File: config.mk
export PLATFORM = sky130hd
export DESIGN_NAME = legv8_seq_control_unit
export DESIGN_NICKNAME = d
export VERILOG_FILES = /design/src/rtl/legv8_seq_control_unit.sv
export SDC_FILE = /design/constraint.sdc
export NUM_CORES = 1
export LEC_CHECK = 0
export CELL_PAD_IN_SITES_DETAIL_PLACEMENT = 0
export CELL_PAD_IN_SITES_GLOBAL_PLACEMENT = 1
export CORE_MARGIN = 2
export CORE_UTILIZATION = 48
export CTS_CLUSTER_SIZE = 14
export DETAILED_ROUTE_END_ITERATION = 8
export DONT_BUFFER_PORTS = 1
export PLACE_DENSITY_LB_ADDON = 0.1
export SYNTH_ARGS = -nofsm -noshare
export SYNTH_HDL_FRONTEND = slang
export SYNTH_SLANG_ARGS = --single-unit
File: constraint.sdc
create_clock -name i_clock -period 4.4 [get_ports i_clock]
set_clock_uncertainty 0.05 [all_clocks]
set_input_delay 1.1 -clock i_clock [delete_from_list [all_inputs] [get_ports i_clock]]
set_output_delay 1.1 -clock i_clock [all_outputs]
set_load 0.01 [all_outputs]
File: src/rtl/legv8_seq_control_unit.sv
// Multi-cycle LEGv8 control unit: latches one instruction per handshake and
// sequences it through EXEC / MOVK2 / MEM_WAIT, emitting the control word and
// literal each cycle. Illegal opcodes and memory timeouts park it in FAULT.
// DATA_W must be at least 64 so every MOVZ/MOVK halfword position fits.
module legv8_seq_control_unit #(
    parameter int unsigned DATA_W      = 64,
    parameter int unsigned MEM_TIMEOUT = 15
) (
    input  logic              i_clock,
    input  logic              i_reset,
    input  logic [31:0]       i_instr,
    input  logic              i_instr_valid,
    output logic              o_instr_ready,
    input  logic [4:0]        i_status,
    input  logic              i_mem_ready,
    output logic [30:0]       o_cw,
    output logic [DATA_W-1:0] o_k,
    output logic              o_busy,
    output logic              o_fault
);

    localparam int unsigned CNT_W = $clog2(MEM_TIMEOUT + 1);

    // ALU function select: [4:2] operation, [0] invert B with carry-in
    localparam logic [4:0] FS_AND = 5'b00000;
    localparam logic [4:0] FS_OR  = 5'b00100;
    localparam logic [4:0] FS_ADD = 5'b01000;
    localparam logic [4:0] FS_SUB = 5'b01001;
    localparam logic [4:0] FS_XOR = 5'b01100;
    localparam logic [4:0] FS_LSL = 5'b10000;
    localparam logic [4:0] FS_LSR = 5'b10100;

    localparam logic [1:0] PS_HOLD = 2'b00;
    localparam logic [1:0] PS_INC  = 2'b01;
    localparam logic [1:0] PS_REG  = 2'b10;
    localparam logic [1:0] PS_REL  = 2'b11;

    typedef enum logic [2:0] {
        S_IDLE,
        S_EXEC,
        S_MOVK2,
        S_MEM_WAIT,
        S_FAULT
    } state_t;

    state_t            r_state;
    state_t            w_state_nxt;
    logic [31:0]       r_ir;
    logic [CNT_W-1:0]  r_cnt;
    logic [CNT_W-1:0]  w_cnt_nxt;
    logic              r_ready;
    logic              r_busy;
    logic              r_fault;

    logic [4:0]        w_da, w_sa, w_sb, w_fs;
    logic              w_bsel, w_asel, w_rw, w_mw, w_sl;
    logic              w_enb, w_enalu, w_enmem, w_enpc;
    logic [1:0]        w_ps;
    logic [DATA_W-1:0] w_k;
    logic              w_illegal;
    logic              w_mem_word;

    logic [4:0]        w_rd, w_rn, w_rm;
    logic [5:0]        w_hw_shift;
    logic              w_is_d;

    assign w_rd       = r_ir[4:0];
    assign w_rn       = r_ir[9:5];
    assign w_rm       = r_ir[20:16];
    assign w_hw_shift = {r_ir[22:21], 4'b0000};
    assign w_is_d     = (r_ir[31:23] == 9'b111110000) && !r_ir[21];

    // Condition evaluation for B.cond; flags = {V,C,N,Z}
    function automatic logic cond_met(input logic [3:0] c, input logic [3:0] f);
        logic v, cf, n, z, r;
        v  = f[3];
        cf = f[2];
        n  = f[1];
        z  = f[0];
        case (c[3:1])
            3'd0:    r = z;
            3'd1:    r = cf;
            3'd2:    r = n;
            3'd3:    r = v;
            3'd4:    r = cf & ~z;
            3'd5:    r = (n == v);
            3'd6:    r = ~z & (n == v);
            default: r = 1'b1;
        endcase
        if (c[0] && (c[3:1] != 3'd7)) begin
            r = ~r;
        end
        return r;
    endfunction

    // State, IR, wait counter and status flags
    always_ff @(posedge i_clock) begin
        if (i_reset) begin
            r_state <= S_IDLE;
            r_ir    <= 32'd0;
            r_cnt   <= '0;
            r_ready <= 1'b1;
            r_busy  <= 1'b0;
            r_fault <= 1'b0;
        end else begin
            r_state <= w_state_nxt;
            r_cnt   <= w_cnt_nxt;
            if ((r_state == S_IDLE) && i_instr_valid) begin
                r_ir <= i_instr;
            end
            r_ready <= (w_state_nxt == S_IDLE);
            r_busy  <= (w_state_nxt != S_IDLE);
            r_fault <= (w_state_nxt == S_FAULT);
        end
    end

    // Next-state and control-word decode
    always_comb begin
        w_state_nxt = r_state;
        w_cnt_nxt   = r_cnt;
        w_da        = 5'd0;
        w_sa        = 5'd0;
        w_sb        = 5'd0;
        w_fs        = FS_AND;
        w_bsel      = 1'b0;
        w_asel      = 1'b0;
        w_rw        = 1'b0;
        w_mw        = 1'b0;
        w_sl        = 1'b0;
        w_enb       = 1'b0;
        w_enalu     = 1'b0;
        w_enmem     = 1'b0;
        w_enpc      = 1'b0;
        w_ps        = PS_HOLD;
        w_k         = '0;
        w_illegal   = 1'b0;
        w_mem_word  = 1'b0;

        case (r_state)
            S_IDLE: begin
                if (i_instr_valid) begin
                    w_state_nxt = S_EXEC;
                end
            end

            S_EXEC: begin
                w_state_nxt = S_IDLE;
                if (!r_ir[26]) begin
                    case (r_ir[25:23])
                        3'd0: begin
                            if (w_is_d) begin
                                w_mem_word = 1'b1;
                                if (i_mem_ready) begin
                                    w_rw = r_ir[22];
                                    w_ps = PS_INC;
                                end else begin
                                    w_state_nxt = S_MEM_WAIT;
                                    w_cnt_nxt   = CNT_W'(1);
                                end
                            end else begin
                                w_illegal = 1'b1;
                            end
                        end
                        3'd2: begin
                            w_da    = w_rd;
                            w_sa    = w_rn;
                            w_fs    = r_ir[30] ? FS_SUB : FS_ADD;
                            w_bsel  = 1'b1;
                            w_k     = DATA_W'(r_ir[21:10]);
                            w_sl    = r_ir[29];
                            w_rw    = 1'b1;
                            w_enalu = 1'b1;
                            w_ps    = PS_INC;
                        end
                        3'd4: begin
                            w_da    = w_rd;
                            w_sa    = w_rn;
                            case (r_ir[30:29])
                                2'b01:   w_fs = FS_OR;
                                2'b10:   w_fs = FS_XOR;
                                default: w_fs = FS_AND;
                            endcase
                            w_bsel  = 1'b1;
                            w_k     = DATA_W'(r_ir[21:10]);
                            w_sl    = &r_ir[30:29];
                            w_rw    = 1'b1;
                            w_enalu = 1'b1;
                            w_ps    = PS_INC;
                        end
                        3'd5: begin
                            w_da    = w_rd;
                            w_bsel  = 1'b1;
                            w_rw    = 1'b1;
                            w_enalu = 1'b1;
                            if (r_ir[29]) begin
                                // MOVK step 1: clear the target halfword
                                w_sa        = w_rd;
                                w_fs        = FS_AND;
                                w_k         = ~(DATA_W'(16'hFFFF) << w_hw_shift);
                                w_state_nxt = S_MOVK2;
                            end else begin
                                w_sa = 5'd31;
                                w_fs = FS_OR;
                                w_k  = DATA_W'(r_ir[20:5]) << w_hw_shift;
                                w_ps = PS_INC;
                            end
                        end
                        3'd6: begin
                            w_da    = w_rd;
                            w_sa    = w_rn;
                            w_rw    = 1'b1;
                            w_enalu = 1'b1;
                            w_ps    = PS_INC;
                            if (r_ir[28]) begin
                                w_fs   = r_ir[21] ? FS_LSL : FS_LSR;
                                w_bsel = 1'b1;
                                w_k    = DATA_W'(r_ir[15:10]);
                            end else begin
                                w_sb = w_rm;
                                w_fs = r_ir[30] ? FS_SUB : FS_ADD;
                                w_sl = r_ir[29];
                            end
                        end
                        default: w_illegal = 1'b1;
                    endcase
                end else begin
                    case (r_ir[31:29])
                        3'd0: begin
                            w_k  = DATA_W'($signed(r_ir[25:0]));
                            w_ps = PS_REL;
                        end
                        3'd2: begin
                            w_k  = DATA_W'($signed(r_ir[23:5]));
                            w_ps = {cond_met(r_ir[3:0], i_status[4:1]), 1'b1};
                        end
                        3'd4: begin
                            w_da   = 5'd30;
                            w_rw   = 1'b1;
                            w_enpc = 1'b1;
                            w_k    = DATA_W'($signed(r_ir[25:0]));
                            w_ps   = PS_REL;
                        end
                        3'd5: begin
                            w_sa = 5'd31;
                            w_sb = w_rd;
                            w_fs = FS_OR;
                            w_k  = DATA_W'($signed(r_ir[23:5]));
                            w_ps = {r_ir[24] ^ i_status[0], 1'b1};
                        end
                        3'd6: begin
                            w_sa = w_rn;
                            w_ps = PS_REG;
                        end
                        default: w_illegal = 1'b1;
                    endcase
                end
                if (w_illegal) begin
                    w_state_nxt = S_FAULT;
                end
            end

            S_MOVK2: begin
                w_da        = w_rd;
                w_sa        = w_rd;
                w_fs        = FS_OR;
                w_bsel      = 1'b1;
                w_k         = DATA_W'(r_ir[20:5]) << w_hw_shift;
                w_rw        = 1'b1;
                w_enalu     = 1'b1;
                w_ps        = PS_INC;
                w_state_nxt = S_IDLE;
            end

            S_MEM_WAIT: begin
                w_mem_word = 1'b1;
                w_cnt_nxt  = r_cnt + CNT_W'(1);
                if (i_mem_ready) begin
                    w_rw        = r_ir[22];
                    w_ps        = PS_INC;
                    w_state_nxt = S_IDLE;
                end else if (r_cnt == CNT_W'(MEM_TIMEOUT)) begin
                    w_state_nxt = S_FAULT;
                end
            end

            S_FAULT: begin
                w_state_nxt = S_FAULT;
            end

            default: begin
                w_state_nxt = S_IDLE;
            end
        endcase

        // Address/data fields shared by the EXEC and MEM_WAIT memory words
        if (w_mem_word) begin
            w_sa   = w_rn;
            w_fs   = FS_ADD;
            w_bsel = 1'b1;
            w_k    = DATA_W'($signed(r_ir[20:12]));
            if (r_ir[22]) begin
                w_da    = w_rd;
                w_enmem = 1'b1;
            end else begin
                w_sb  = w_rd;
                w_mw  = 1'b1;
                w_enb = 1'b1;
            end
        end
    end

    assign o_cw = {w_da, w_sa, w_sb, w_fs, w_bsel, w_asel, w_rw, w_mw, w_sl,
                   w_enb, w_enalu, w_enmem, w_enpc, w_ps};
    assign o_k           = w_k;
    assign o_instr_ready = r_ready;
    assign o_busy        = r_busy;
    // Illegal opcode is flagged in its own EXEC cycle, then held by FAULT
    assign o_fault       = r_fault | w_illegal;

endmodule

==> impl_metrics.json <==
{
  "status": "finished clean",
  "critPathLaunchType": "flop",
  "tns_ns": 0,
  "worstMarginPinSlew_ns": 1.20,
  "initial_core_util": 0.487,
  "area_growth_pct": 0.396,
  "grt_setup_unrepaired": "no",
  "synthFlopType": "dfxtp_1",
  "ys_warn_count": 0,
  "finalWeightedCongestion": 0.972,
  "synthTopCellsByCount": "nand2_1, a21oi_1, clkbuf_1, o21ai_0, a221o_1",
  "track_usage": 0.315,
  "antennaDiodeCount": 0,
  "ys_ff_latch": 42,
  "cp_cell_sequence": "inv_1 -> ha_1 -> mux2_2 -> nand2_1 -> a211o_1 -> o21ai_0 -> a221o_1",
  "synthArstFlopShare": 0,
  "total_leakage_power_nw": 1.56,
  "coreArea_sq_mm": 0.00906,
  "setup_viol": 0,
  "hold_viol": 0,
  "wirelength_um": 16200,
  "wl_per_cell_um": 22.6,
  "synth_top_area_share": 0.190,
  "worstPathMaxFanout": 32,
  "dp_cells": 711,
  "cts.sinks": 42,
  "grt_pass1_wl_um": 24900,
  "synth-adder-area-share": 0.0142,
  "drive_gt1_frac": 0.0641,
  "cts_resized": 0,
  "synth_mux_area_frac": 0.0150,
  "syn_area_sq_mm": 0.00442,
  "grt_pass1_vias": 4242,
  "max-cap-violations": 0,
  "slew_headroom": 0.199,
  "postCtsSetupBuffers": 0,
  "critPathSlowestCell": "a211o_1",
  "syn_avg_cell_area_sq_um": 6.60,
  "post-route-period-util": 0.935,
  "hp-class": "reg2reg",
  "ant_nets": 0,
  "dp_hpwl_um": 11300,
  "synth.largest_area_cell": "dfxtp_1",
  "cp.required_ns": 3.25,
  "grt_max_degree": 38,
  "synthTopCellsByArea": "dfxtp_1, a21oi_1, nand2_1",
  "drt_iter0_drc": 446,
  "clk_pin_slew_ns": 0.08,
  "cts_tree": "done",
  "htreeDepth": 2,
  "antenna_found_initial": 0,
  "synth_edf_count": 0,
  "vias_per_cell": 6.83,
  "drt_pre_antenna_iters": 5,
  "crit_family": "compound AO/OA/AOI/OAI gates",
  "worstSetupPathType": "reg2out",
  "yosysMostFrequentCell": "nand2_1",
  "pin_count": 139,
  "clock_path_buffers": 2,
  "fin_area_sq_mm": 0.00444,
  "synthCells": 669,
  "placed_area_sq_mm": 0.00430,
  "critical_path_buf_inv_count": 1,
  "clk_latency_ns": 0.30,
  "synth_top_family_by_area": "compound AO/OA/AOI/OAI gates",
  "fmax_ghz": 0.243,
  "die_w_um": 99.9,
  "p_per_area_mw_per_mm2": 252,
  "grt_overflow": 0,
  "slowest_delay_ns": 0.68,
  "period_needed_ns": 4.11,
  "worst_ir_drop_vdd_v": 0.000325,
  "nets": 653,
  "num_vias": 4911,
  "slew_violations": 0,
  "worstSetupEndpointType": "primary output",
  "port_buffers": 0,
  "synth-compound-area-share": 0.436,
  "die_area_sq_mm": 0.00999,
  "yosysSeqAreaShare": 0.190,
  "synthXorXnorAreaFrac": 0.0119,
  "row_count": 35,
  "clockRootBuffer": "clkbuf_8",
  "fin_cells": 719,
  "cts_hold_buf": 0,
  "synth.distinct_cells": 68,
  "cts_buffers": 5,
  "drc": 0,
  "critPathArrivalTime_ns": 2.96,
  "fp.dieH_um": 99.9,
  "synth-simple-area-share": 0.231
}
-- path summary, 6_finish.rpt --
check / slack [ns] / from / to / depth (start not counted)
setup / recovery: 0.29 / r_ir[30] / o_k[62] / 7
hold reg to reg: 0.43 / r_ir[27] / r_ir[27] / 2
hold / removal: 0.43 / r_ir[27] / r_ir[27] / 2
setup reg to reg: 1.98 / r_ir[23] / o_instr_ready / 5
-- per-layer routing --
metal | part of all wire | track usage
met1 | 0.43 | 0.453
met2 | 0.45 | 0.483
met3 | 0.11 | 0.0682
met4 | 0.015 | 0.0748
met5 | 0 | 0
-- per-stage QoR --
step | hold WS, ns | power, mW | util | setup WS (ns)
after global routing | 0.445 | 1.17 | 0.489 | 0.0493
after CTS | 0.428 | 1.11 | 0.489 | 0.327
final | 0.426 | 1.12 | 0.489 | 0.286
after floorplan | 0.387 | 0.674 | - | 0.992
after global placement | 0.400 | 0.746 | 0.474 | 0.703
after detailed placement | 0.415 | 0.751 | 0.474 | 0.651
-- cell families (layout without fill, tap and decap cells) --
logic type               count (synthesis)  count (layout)
AO/OA/AOI/OAI                          293             293
AND/OR/NAND/NOR                        218             218
buffers and inverters                   99              37
flip-flops                              42              42
XOR/XNOR                                 6               6
adder cells (fa/ha/maj)                  5               5
multiplexers                             5               5
other                                    1               2
-- power by group --
group          switching, mW  internal, mW  total, mW
clock network          0.142         0.227      0.369
logic                  0.171        0.0907      0.262
registers             0.0820         0.406      0.488
total                  0.395         0.724       1.12
-- layout make-up --
type                       count  area [sq um]
tap                          111           139
multi-input combinational    529          3150
timing repair buffer          17           128
sequential                    42           841
clock buffer                   5          68.8
inverter                      12          45.0
clock inverter                 3          68.8
fill                         974          4630
-- flip-flops by register name (all words and copies together) (netlist names) --
name and cells:
r_cnt 4, o_instr_ready 1, r_state 3, r_fault 1
r_ir 32, o_busy 1
-- worst register-to-register path: stages (launching register included) --
cell and delay, ns:
dfxtp_1 0.50, or3b_1 0.53, nor4_2 0.36, nor3b_2 0.45, nor3b_1 0.15, a31o_1 0.27
-- layout by cell type, fill, tap and decap left out, drive strengths merged, types with 3 or more instances in the layout --
cell type and n:
nand2 121, o22ai 3, a21oi 115, a221o 43, nor3 11, a31oi 7
buf 17, o21a 4, inv 12, o211ai 7, o21ai 56, o2bb2ai 9
and2 3, a22o 8, clkbuf 5, xnor2 4, nand3 9, dfxtp 42
nor3b 3, nor2b 5, mux2 3, ha 5, nand2b 10, a22oi 18
nor2 35, o32ai 3, a221oi 3
No activity file was read; power rests on OpenSTA's default activity.
